==> config.mk <==
export PLATFORM = sky130hd
export DESIGN_NAME = fft_out_split
export DESIGN_NICKNAME = d
export VERILOG_FILES = /design/src/rtl/fft_out_split.sv
export SDC_FILE = /design/constraint.sdc
export NUM_CORES = 1
export LEC_CHECK = 0
export ABC_AREA = 1
export CORE_ASPECT_RATIO = 1.4
export CORE_MARGIN = 3
export CORE_UTILIZATION = 25
export DETAILED_ROUTE_END_ITERATION = 8
export DONT_BUFFER_PORTS = 1
export GPL_ROUTABILITY_DRIVEN = 0
export PLACE_DENSITY = 0.48
export SLEW_MARGIN = 10
export SYNTH_ARGS = -nofsm -noshare
export SYNTH_HDL_FRONTEND = slang
export SYNTH_SLANG_ARGS = --single-unit
==> constraint.sdc <==
create_clock -name aclk -period 2.3 [get_ports aclk]
set_input_delay 0.46 -clock aclk [delete_from_list [all_inputs] [get_ports aclk]]
set_output_delay 0.46 -clock aclk [all_outputs]
set_load 0.02 [all_outputs]
==> src/rtl/fft_out_split.sv <==
// Splits the packed {imag, real} FFT result stream into two independently
// backpressured AXI-Stream outputs. Optional frame-length checker: FFT_OUT_FRAME_CHECK_EN.
module fft_out_split #(
    parameter int DW        = 32,
    parameter int DEPTH     = 4,
    parameter int FRAME_LEN = 1024
) (
    input  logic            aclk,
    input  logic            aresetn,
    input  logic [2*DW-1:0] in_Tdata,
    input  logic            in_Tvalid,
    input  logic            in_Tlast,
    output logic            in_Tready,
    output logic [DW-1:0]   out1_Tdata,
    output logic            out1_Tvalid,
    output logic            out1_Tlast,
    input  logic            out1_Tready,
    output logic [DW-1:0]   out2_Tdata,
    output logic            out2_Tvalid,
    output logic            out2_Tlast,
    input  logic            out2_Tready,
    output logic            frame_err,
    output logic [7:0]      err_cnt
);

    localparam int AW = (DEPTH > 1) ? $clog2(DEPTH) : 1;
    localparam int CW = AW + 1;

    typedef logic [DW:0] entry_t;

    entry_t        mem_q  [2][DEPTH];
    logic [AW-1:0] wptr_q [2];
    logic [AW-1:0] wptr_d [2];
    logic [AW-1:0] rptr_q [2];
    logic [AW-1:0] rptr_d [2];
    logic [CW-1:0] cnt_q  [2];
    logic [CW-1:0] cnt_d  [2];
    logic          full   [2];
    logic          empty  [2];
    logic          pop    [2];
    logic          out_ready [2];
    entry_t        wdata  [2];
    entry_t        head   [2];
    logic          push;

    always_comb begin
        out_ready[0] = out1_Tready;
        out_ready[1] = out2_Tready;
        wdata[0]     = {in_Tlast, in_Tdata[DW-1:0]};
        wdata[1]     = {in_Tlast, in_Tdata[2*DW-1:DW]};
        for (int n = 0; n < 2; n++) begin
            full[n]  = (cnt_q[n] == CW'(DEPTH));
            empty[n] = (cnt_q[n] == '0);
            head[n]  = mem_q[n][rptr_q[n]];
        end
    end

    // A full FIFO blocks the input even if it pops this cycle, so both sides stay aligned.
    assign in_Tready = aresetn && !full[0] && !full[1];
    assign push      = in_Tvalid && in_Tready;

    always_comb begin
        for (int n = 0; n < 2; n++) begin
            pop[n]    = !empty[n] && out_ready[n];
            wptr_d[n] = wptr_q[n];
            rptr_d[n] = rptr_q[n];
            cnt_d[n]  = cnt_q[n];
            if (push)   wptr_d[n] = wptr_q[n] + AW'(1);
            if (pop[n]) rptr_d[n] = rptr_q[n] + AW'(1);
            case ({push, pop[n]})
                2'b10:   cnt_d[n] = cnt_q[n] + CW'(1);
                2'b01:   cnt_d[n] = cnt_q[n] - CW'(1);
                default: cnt_d[n] = cnt_q[n];
            endcase
        end
    end

    always_ff @(posedge aclk or negedge aresetn) begin
        if (!aresetn) begin
            for (int n = 0; n < 2; n++) begin
                wptr_q[n] <= '0;
                rptr_q[n] <= '0;
                cnt_q[n]  <= '0;
                for (int i = 0; i < DEPTH; i++) begin
                    mem_q[n][i] <= '0;
                end
            end
        end else begin
            for (int n = 0; n < 2; n++) begin
                wptr_q[n] <= wptr_d[n];
                rptr_q[n] <= rptr_d[n];
                cnt_q[n]  <= cnt_d[n];
                if (push) begin
                    mem_q[n][wptr_q[n]] <= wdata[n];
                end
            end
        end
    end

    assign out1_Tvalid = !empty[0];
    assign out1_Tdata  = head[0][DW-1:0];
    assign out1_Tlast  = head[0][DW];
    assign out2_Tvalid = !empty[1];
    assign out2_Tdata  = head[1][DW-1:0];
    assign out2_Tlast  = head[1][DW];

`ifdef FFT_OUT_FRAME_CHECK_EN
    localparam int BW = (FRAME_LEN > 1) ? $clog2(FRAME_LEN) : 1;

    logic [BW-1:0] beat_q, beat_d;
    logic          err_q, err_d;
    logic [7:0]    errcnt_q, errcnt_d;
    logic          at_end;

    // An error is any accepted beat where Tlast disagrees with being the final slot.
    always_comb begin
        at_end   = (beat_q == BW'(FRAME_LEN - 1));
        beat_d   = beat_q;
        err_d    = 1'b0;
        errcnt_d = errcnt_q;
        if (push) begin
            err_d  = (in_Tlast != at_end);
            beat_d = (in_Tlast || at_end) ? '0 : beat_q + BW'(1);
        end
        if (err_d && errcnt_q != 8'hFF) begin
            errcnt_d = errcnt_q + 8'd1;
        end
    end

    always_ff @(posedge aclk or negedge aresetn) begin
        if (!aresetn) begin
            beat_q   <= '0;
            err_q    <= 1'b0;
            errcnt_q <= '0;
        end else begin
            beat_q   <= beat_d;
            err_q    <= err_d;
            errcnt_q <= errcnt_d;
        end
    end

    assign frame_err = err_q;
    assign err_cnt   = errcnt_q;
`else
    assign frame_err = 1'b0;
    assign err_cnt   = 8'd0;
`endif

endmodule

-- Yosys cells after proc, flatten, opt, wreduce, memory -nomap -nowiden
Cells that the tools add are included.
- bits in registers: 278
- output and inout port bits: 78
- add/subtract/negate cells: 8
- magnitude comparators: 6
- equal/unequal tests: 6
- muxes and demuxes: 14
- bitwise logic cells: 4
- reductions and logical operators: 15
- operators by type and width (kind ; number):
    132-bit bitwise mux ; 2
    33-bit two-way mux ; 6
    33-bit binary-select mux with 2-bit select ; 2
    33-bit demux with 2-bit select ; 2
    3-bit greater-or-equal comparator, second input constant ; 4
    2-bit inverter with 3-bit output ; 4
    3-bit case mux with 2 select lines ; 2
    2-bit by 1-bit adder with 2-bit output, second input constant ; 4
    1-bit logical AND ; 7
    3-bit by 1-bit adder with 3-bit output, second input constant ; 2
    3-bit == test, second input constant ; 2
    3-bit zero test ; 2
    3-bit by 1-bit less-than comparator with 1-bit output, second input constant ; 2
    3-bit by 1-bit subtractor with 3-bit output, second input constant ; 2
    2-bit by 1-bit == test with 1-bit output, second input constant ; 2
    2-bit == test, second input constant ; 2
    1-bit zero test ; 4
    2-bit nonzero test ; 2

-- Logic depth before layout (Yosys ltp)
Gate-level depths: netlist of run 1.
- depth in word-level cells: 7
- gate-level depth with buffers: 12

-- Worst setup path after synthesis of run 1
Ideal clock, no wire load.
- path type: register -> register
- from: register cnt_q[1] (netlist bit)
- to: register cnt_q[2] (netlist bit)
- data arrival time: 2.069 ns
- required time: 2.169 ns
- setup slack: 0.100 ns
- cell stages (with the launch flop): 13
- buffers on the path: 1
- path through: dfrtp_1 -> nor2_2 -> nand2_1 -> nand2_1 -> nor2_8 -> buf_4 -> nand2_1 -> ha_1 -> inv_1 -> fa_1 -> a21oi_1 -> o21ai_0 -> xor2_1
- longest elaborated chain between the ends: 6
- ends and longest elaborated chain (element ; line ; text):
    start, declared ; 36 ; logic [CW-1:0] cnt_q [2];
    start signal, assigned by index ; 92 ; cnt_q[n] <= cnt_d[n];
    3-bit == test ; 52 ; full[n] = (cnt_q[n] == CW'(DEPTH));
    1-bit zero test ; 59 ; assign in_Tready = aresetn && !full[0] && !full[1];
    1-bit logical AND ; 59 ;
    1-bit logical AND ; 60 ; assign push = in_Tvalid && in_Tready;
    2-bit by 1-bit == test with 1-bit output or 2-bit == test (tied branches) ; 70 ; case ({push, pop[n]})
    3-bit case mux with 2 select lines or 2-bit nonzero test (tied branches) ; - ;
Parallel ways exist; a longest one is shown, timed or not.
A chain may end at the register's enable or synchronous reset.

-- Worst setup path after layout of run 1
- from: register rptr_q[0] (netlist bit)
- to: output port out2_Tdata[31]
- longest elaborated chain between the ends: 4
- ends and longest elaborated chain (element ; line ; text):
    start, declared ; 34 ; logic [AW-1:0] rptr_q [2];
    start signal, assigned by index ; 91 ; rptr_q[n] <= rptr_d[n];
    2-bit inverter with 3-bit output (implied by the code) ; 54 ; head[n] = mem_q[n][rptr_q[n]];
    33-bit binary-select mux with 2-bit select ; 54 ;
    33-bit two-way mux (implied by the code) (2 in series) ; 54 ;
    end, declared ; 18 ; output logic [DW-1:0] out2_Tdata,
Every way passes these cells. The select of a mux whose other input is x is not followed.

==> impl_metrics.ini, run 1 <==
[outcome]
status = finished with violations
violations = negative hold slack, negative setup slack

[placed_design]
portBuffers = 0
dp_hpwl_um = 25300

[cells_and_area]
final_util = 0.336
diodes = 0
ff_latch_area_um2 = 6960
multi_input_area_um2 = 6450
drive_gt1_frac = 0.209
final_nets = 1798
area_growth_pct = 32.3
fillers = 5606

[global_routing]
grt_usage = 0.174
grt_pass1_vias = 12400
grt_overflow = 0
grt_pass1_wl_um = 77800
antenna_found_initial = 0
grt_max_degree = 281

[yosys]
synth_cell_types = 25
synth-main-ff-cell = dfrtp_1
synth_largest_area_cell = dfrtp_1
synth_seq_area_share = 0.513
synth_top_area_share = 0.513
synth_cells = 1650
yosysWarnings = 0
synth.most_common_cell = nand2_1
ys_top_cells_by_area = dfrtp_1 51%, nand2_1 15%, nand4_1 13%, o21ai_0 5.0%, nor2_1 3.8%
synthTopCellsByCount = 544 x nand2_1, 278 x dfrtp_1, 272 x nand4_1
async_reset_ff_frac = 1.00
avgSynthCellArea_um2 = 8.22
synth_edf_count = 0
netlist_area_um2 = 13600
synth_seq_cells = 278

[sta]
slew_headroom = 0.264
drv_slew = 0
finalCritPeriodShare = 1.03
clock_skew_ps = 15.8
whs_ps = -423
finalSetupViolations = 31
finalHoldViolCount = 278
finalSetupTns_ps = -427
period_needed_ps = 2360
worst_slack_ps = -57.5
fmax_ghz = 0.424
worstMarginPinSlew_ps = 1100
rsz0062_at_grt = yes

[die]
start_util = 0.254
row_count = 100
die_area_um2 = 57100
io_pins = 148
core-area_um2 = 53400
die_w_um = 203
die_h_um = 282

[setup_path]
required_ps = 1840
cp_slowest_cell = dfrtp_2
crit_fanout = 7
path_delay_family = buffers and inverters
cp_data_arrival_time_ps = 1900
cpPeakStageDelay_ps = 450
startpoint_type = flip-flop
cp-end-kind = output pin
critPathBufInv = 4
worstPathCellList = clkinv_4, buf_6, buf_12, nor2_1, o22ai_1, buf_4
ff2ff_setup_slack_ps = 100
worstSetupPathType = reg -> out

[clock_tree]
path_clk_slew_ps = 60
clkLatencyLatePin_ps = 580
tritoncts = done
cts_max_path_buffers = 3
hold_buffers = 31
numCtsBuffers = 31
cts.sinks = 278
htreeDepth = 1
clock-root-buffer = clkbuf_16

[drt]
drt.antenna.violating_nets = 0
first_iter_violations = 785
drc = 0
num_vias = 12700
dr.pass1.iters = 5
vias_per_cell = 5.17
avgRoutedWirePerCell_um = 21.9
wirelength_um = 53900

[pwr]
leakage_nw = 8.49
powerDensity_nw_per_um2 = 1730
ir_drop_v = 0.000663

[job]
max_cap_viol_count = 0

[hold_path]
worstHoldPathType = in -> async
## logic make-up (layout without fill, tap and decap cells)
group,after synthesis,count (layout),synth area share
other,1,9,0.000276
flip-flops,278,278,0.513
XOR/XNOR,6,6,0.00387
adder cells (fa/ha/maj),12,12,0.0122
buffers and inverters,186,268,0.0696
AND/OR/NAND/NOR,962,962,0.319
AO/OA/AOI/OAI,205,205,0.0826
## registers in the layout (all words and copies together), names as in the netlist
name    cells
cnt_q       6
mem_q     264
rptr_q      4
wptr_q      4
## per-layer routing
metal  wire [um]  share of wire  track usage
met5           0              0            0
met4        2100          0.039       0.0665
met3        3470          0.064       0.0292
met2       27500           0.51        0.309
met1       20800           0.39        0.211
## area by class of cell
| class | count | share of cell area |
|---|---|---|
| timing repair buffer | 191 | 0.136 |
| clock buffer | 48 | 0.0518 |
| sequential | 278 | 0.388 |
| inverter | 20 | 0.00530 |
| multi-input combinational | 1194 | 0.359 |
| tap | 714 | 0.0498 |
| clock inverter | 9 | 0.00948 |
## power by group
part | switching [mW] | leakage (nW) | internal, mW
combinational | 9.95 | 4.44 | 7.14
clock | 2.12 | 0.542 | 3.31
sequential | 1.46 | 3.51 | 7.14
## cells in the final DEF (no fill, tap or decap), drive strengths merged
master | synthesis | layout
nand2 | 544 | 544
dfrtp | 278 | 278
nand4 | 272 | 272
buf | 74 | 148
nor2 | 140 | 140
o21ai | 136 | 136
o22ai | 66 | 66
clkbuf | 92 | 59
dlygate4sd3 | 0 | 31
inv | 20 | 18
ha | 10 | 10
conb | 1 | 9
nand3 | 6 | 6
clkinv | 0 | 6
bufinv | 0 | 5
xor2 | 4 | 4
a21oi | 3 | 3
xnor2 | 2 | 2
fa | 2 | 2
bufbuf | 0 | 1
## worst reg2reg max path: stages, from the launching register on
cell and delay, ps:
dfrtp_1 420, nor2_4 170, nand2_1 60, nand2_1 150
nor2_8 80, nand2_1 120, ha_1 160, inv_1 60
fa_1 390, a21oi_1 190, o21ai_0 130, xor2_1 150
## metrics by stage
step,power (mW),cells,instance area (um2),setup WS [ps]
global route,33.0,2454,17900,-105
CTS,29.0,2429,17000,-119
detailed placement,20.7,2318,14600,28.6
floorplan,16.0,1658,13600,100
global placement,20.5,2318,14600,34.3
finish,31.1,2454,17900,-57.5
## final timing paths
check	from	to	depth (start not counted)
worst max-delay path	rptr_q[0]	out2_Tdata[31]	6
min in group aclk	in_Tdata[13]	mem_q[145]	2
worst max register to register	cnt_q[1]	cnt_q[2]	11
worst min-delay path	aresetn	mem_q[18]	0
max in group asynchronous	aresetn	rptr_q[3]	0
worst min register to register	mem_q[210]	mem_q[210]	2
## timing repair
action                                  in CTS  in global routing
cloned                                      15                 12
gates resized for setup                    145                206
hold endpoints to repair                   330                278
setup buffers                                8                 14
endpoints found under the setup margin      57                 66
pin swaps                                   23                 40
Power figures use the tool's default switching activity.
==> inputs of run 2 (changes only) <==
==> constraint.sdc (replaced) <==
create_clock -name aclk -period 2.3 [get_ports aclk]
set_input_delay 0.115 -clock aclk [delete_from_list [all_inputs] [get_ports aclk]]
set_output_delay 0.115 -clock aclk [all_outputs]
set_load 0.02 [all_outputs]
==> impl_metrics.ini, run 2 (synthesis gave the netlist of run 1 again) <==
[die]
die_area_um2 = 57100
die_w_um = 203
start_util = 0.254
core-area_um2 = 53400
io_pins = 148
row_count = 100
die_h_um = 282

[drt]
avgRoutedWirePerCell_um = 19.0
vias_per_cell = 4.99
dr.pass1.iters = 5
wirelength_um = 47700
drc = 0
first_iter_violations = 635
drt.antenna.violating_nets = 0
num_vias = 12600

[setup_path]
startpoint_type = flip-flop
crit_fanout = 21
required_ps = 2180
cp_data_arrival_time_ps = 2050
cp-end-kind = output pin
worstSetupPathType = reg -> out

[cells_and_area]
final_nets = 1859
area_growth_pct = 26.0
largest_register = mem_q
ff_latch_area_um2 = 6960
multi_input_area_um2 = 5700
top_regs = mem_q x264, cnt_q x6
layout_commonest_cell = nand2_1
final_util = 0.320
fin_area_um2 = 17100
final_cell_mix = 544 x nand2_1, 276 x dfrtp_1, 272 x nand4_1
largest_reg_flops = 264
fillers = 5686
drive_gt1_frac = 0.0983

[sta]
fmax_ghz = 0.463
whs_ps = -707
finalHoldViolCount = 434
finalSetupViolations = 0
slew_headroom = 0.380
finalCritPeriodShare = 0.939
finalSetupTns_ps = 0
worstMarginPinSlew_ps = 931
period_needed_ps = 2160
clock_skew_ps = 9.23
drv_slew = 0

[pwr]
p_switching_mw = 11.4
combinationalPowerShare = 0.476
p_seq_frac = 0.316
ir_drop_v = 0.000769
leakage_nw = 8.04
powerDensity_nw_per_um2 = 1530
power_frac_clock = 0.208
cell_internal_pwr_mw = 14.8
p_sw_frac = 0.435

[clock_tree]
postCtsSetupBuffers = 0
numCtsBuffers = 34
cts.sinks = 278
cts_max_path_buffers = 3
clock-root-buffer = clkbuf_16
htreeDepth = 2
path_clk_slew_ps = 60
tritoncts = done
hold_buffers = 135
clkLatencyLatePin_ps = 530

[hold_path]
worstHoldPathType = in -> async

[global_routing]
grt_util_met3 = 0.0283
grt_pass1_vias = 12700
grt_pass1_wl_um = 75200
antenna_found_initial = 3
grtUsageMet2 = 0.290
grt_overflow = 0
grt_max_degree = 281
use_met1 = 0.204
grt_usage = 0.165
grt_busiest_layer = met2

[job]
max_cap_viol_count = 0

[outcome]
status = finished with violations
violations = negative hold slack

[placed_design]
placed_area_um2 = 14600
portBuffers = 0
dp_hpwl_um = 25600
-- run 2: cell types whose count changed in the layout (fill, tap and decap cells not counted), moves of 29 or more --
cell	delta
dlygate4sd3_1	+104
buf_6	-45
o21ai_1	-54
o21ai_0	+100
nor2_2	-29
o22ai_2	-43
o22ai_1	+48
nor2_1	+42
o21ai_2	-37
buf_4	+38
-- run 2: area by class of cell --
cell class	count	share of cell area
inverter	20	0.00439
clock inverter	4	0.00278
sequential	278	0.407
multi-input combinational	1194	0.334
timing repair buffer	249	0.137
tap	714	0.0523
clock buffer	55	0.0628
antenna	3	0.000439
-- run 2: layer usage --
metal / up-vias / routed length (um) / part of all wire
li1: 5898 / - / -
met1: 6274 / 20200 / 0.42
met2: 315 / 23900 / 0.50
met3: 81 / 2150 / 0.045
met4: 0 / 1390 / 0.029
met5: - / 0 / 0
-- run 2: worst paths after layout --
path	startpoint	end	slack [ps]	cells past startpoint
setup / recovery	rptr_q[0]	out2_Tdata[10]	140	5
hold / removal	aresetn	mem_q[18]	-710	0
setup reg to reg	wptr_q[2]	mem_q[151]	150	5
hold reg to reg	mem_q[67]	mem_q[67]	460	2
max in group asynchronous	aresetn	mem_q[184]	2470	0
min in group aclk	in_Tvalid	mem_q[11]	-230	2
-- run 2: power groups by stage --
| stage | Combinational, mW | Sequential (mW) | Clock (mW) |
|---|---|---|---|
| finish | 12.5 | 8.28 | 5.46 |
| global route | 13.8 | 8.56 | 5.84 |
| CTS | 12.7 | 8.28 | 5.69 |
| detailed placement | 12.3 | 8.34 | 0 |
| global placement | 12.2 | 8.28 | 0 |
| floorplan | 7.89 | 8.06 | 0 |
-- run 2: metrics by stage --
step	instances	hold slack (ps)	total power [mW]	setup slack, ps
finish	2517	-707	26.2	139
global route	2517	-748	28.2	-7.99
CTS	2514	-761	26.6	42.6
detailed placement	2320	-173	20.7	258
global placement	2320	-173	20.5	242
floorplan	1658	-181	16.0	100
-- run 2: timing repair --
action	CTS	global route
endpoints found under the setup margin	0	65
endpoints found under the hold margin	551	482
resized for setup	0	3
-- run 2: critical path, cell delays in order, from the launching register on --
cell and delay (ps):
dfrtp_2 430, inv_2 240, buf_4 330, o21ai_0 110, o22ai_1 200, buf_4 190
==> inputs of run 3 (changes only) <==
--- a/config.mk
+++ b/config.mk
@@ -5,7 +5,6 @@
 export SDC_FILE = /design/constraint.sdc
 export NUM_CORES = 1
 export LEC_CHECK = 0
-export ABC_AREA = 1
 export CORE_ASPECT_RATIO = 1.4
 export CORE_MARGIN = 3
 export CORE_UTILIZATION = 25
==> impl_metrics.ini, run 3 <==
[drt]
dr.pass1.iters = 4
vias_per_cell = 4.41
avgRoutedWirePerCell_um = 19.3
num_vias = 6494
drt.antenna.violating_nets = 0
drc = 0
first_iter_violations = 120
wirelength_um = 28300

[hold_path]
worstHoldPathType = in -> async

[sta]
period_needed_ps = 2140
finalSetupViolations = 0
whs_ps = -688
worstMarginPinSlew_ps = 920
clock_skew_ps = 12.6
rsz0062_at_grt = no
drv_slew = 0
fmax_ghz = 0.467
worst_slack_ps = 157
slew_headroom = 0.387
finalHoldViolCount = 278
finalCritPeriodShare = 0.932
finalSetupTns_ps = 0

[yosys]
async_reset_ff_frac = 1.00
synth.most_common_cell = dfrtp_1
synth_cells = 730
synth_seq_cells = 278
synth_top_area_share = 0.558
synth_largest_area_cell = dfrtp_1
synthTopCellsByCount = 278 x dfrtp_1, 247 x mux2_2, 66 x mux4_2
synth-main-ff-cell = dfrtp_1
synth_cell_types = 24
ys_top_cells_by_area = dfrtp_1 56%, mux2_2 22%, mux4_2 12%, mux2_1 1.7%, nor4b_4 1.5%
netlist_area_um2 = 12500
synth_edf_count = 0
yosysWarnings = 0
avgSynthCellArea_um2 = 17.1
synth_seq_area_share = 0.558

[pwr]
powerDensity_nw_per_um2 = 1510
leakage_nw = 6.11
ir_drop_v = 0.000691

[cells_and_area]
ff_latch_area_um2 = 6960
layout_commonest_cell = dfrtp_1
fin_area_um2 = 15000
final_nets = 893
top_regs = mem_q x264, cnt_q x6
final_util = 0.306
area_growth_pct = 20.4
drive_gt1_frac = 0.477
fillers = 4877
multi_input_area_um2 = 5110
largest_register = mem_q
final_cell_mix = 274 x dfrtp_1, 247 x mux2_2, 68 x dlygate4sd3_1
largest_reg_flops = 264

[clock_tree]
tritoncts = done
cts.sinks = 278
cts_max_path_buffers = 3
clkLatencyLatePin_ps = 530
hold_buffers = 68
clock-root-buffer = clkbuf_16
postCtsResizedCells = 0
htreeDepth = 2
postCtsSetupBuffers = 0
numCtsBuffers = 34
path_clk_slew_ps = 60

[global_routing]
grt_usage = 0.109
grt_max_degree = 289
antenna_found_initial = 2
grt_pass1_vias = 7333
grt_pass1_wl_um = 44500
grt_overflow = 0

[setup_path]
worstSetupPathType = reg -> out
worstPathCellList = buf_4, mux4_2
critPathBufInv = 1
rr_worst_depth = 9
required_ps = 2180
cp_data_arrival_time_ps = 2030
path_depth = 2
startpoint_type = flip-flop
cpPeakStageDelay_ps = 610
cp-end-kind = output pin
crit_fanout = 10
cp_slowest_cell = mux4_2
path_delay_family = multiplexers

[placed_design]
placed_area_um2 = 13200
preCtsSetupSlack_ps = 273
portBuffers = 0
dp_hpwl_um = 17300

[outcome]
status = finished with violations
violations = negative hold slack

[die]
die_w_um = 195
die_h_um = 270
die_area_um2 = 52600
core-area_um2 = 49100
io_pins = 148
start_util = 0.254
row_count = 96

[job]
max_cap_viol_count = 0
==> run 3: cell type report <==
cell class                 count  area share
timing repair buffer          90      0.0663
antenna                        2    0.000333
tap                          637      0.0531
sequential                   278       0.464
clock buffer                  49      0.0667
clock inverter                 8     0.00650
multi-input combinational    396       0.341
inverter                      11     0.00275
==> run 3: worst paths after layout <==
kind / endpoint / slack, ps / from
setup / recovery: out2_Tdata[15] / 160 / rptr_q[0]
setup reg to reg: cnt_q[5] / 300 / cnt_q[2]
hold reg to reg: mem_q[225] / 480 / mem_q[225]
max in group asynchronous: mem_q[177] / 2250 / aresetn
min in group aclk: mem_q[65] / 170 / in_Tvalid
hold / removal: mem_q[35] / -690 / aresetn
==> run 3: cells by family (layout without fill, tap and decap cells) <==
kind of cell,after synthesis,in the layout,share of synthesized area
compound gates,3,3,0.00181
xor+xnor,12,12,0.00843
fa+ha+maj,12,12,0.0132
buf+inv,64,158,0.0354
flops,278,278,0.558
mux,333,333,0.360
other cells,1,11,0.000301
simple gates,27,27,0.0228
==> run 3: layer usage <==
metal	share of wire	up-vias	routed length (um)	track usage
li1	-	2852	-	-
met1	0.40	3466	11300	0.124
met2	0.51	128	14500	0.191
met3	0.056	48	1590	0.0333
met4	0.032	0	909	0.0437
met5	0	-	0	0
==> run 3: per-stage QoR <==
step           std cells  power (mW)  hold WS [ps]
2_1_floorplan        738        15.7          -181
3_3_place_gp        1344        17.4          -165
3_5_place_dp        1344        17.7          -164
4_1_cts             1469        23.3          -754
5_1_grt             1471        24.2          -721
6_report            1471        22.7          -688
==> run 3: power by group <==
| part | leakage, nW | switching (mW) | internal (mW) | total (mW) |
|---|---|---|---|---|
| Combinational | 2.22 | 4.25 | 4.46 | 8.71 |
| Sequential | 3.35 | 1.33 | 7.37 | 8.69 |
| Clock | 0.540 | 2.04 | 3.24 | 5.27 |
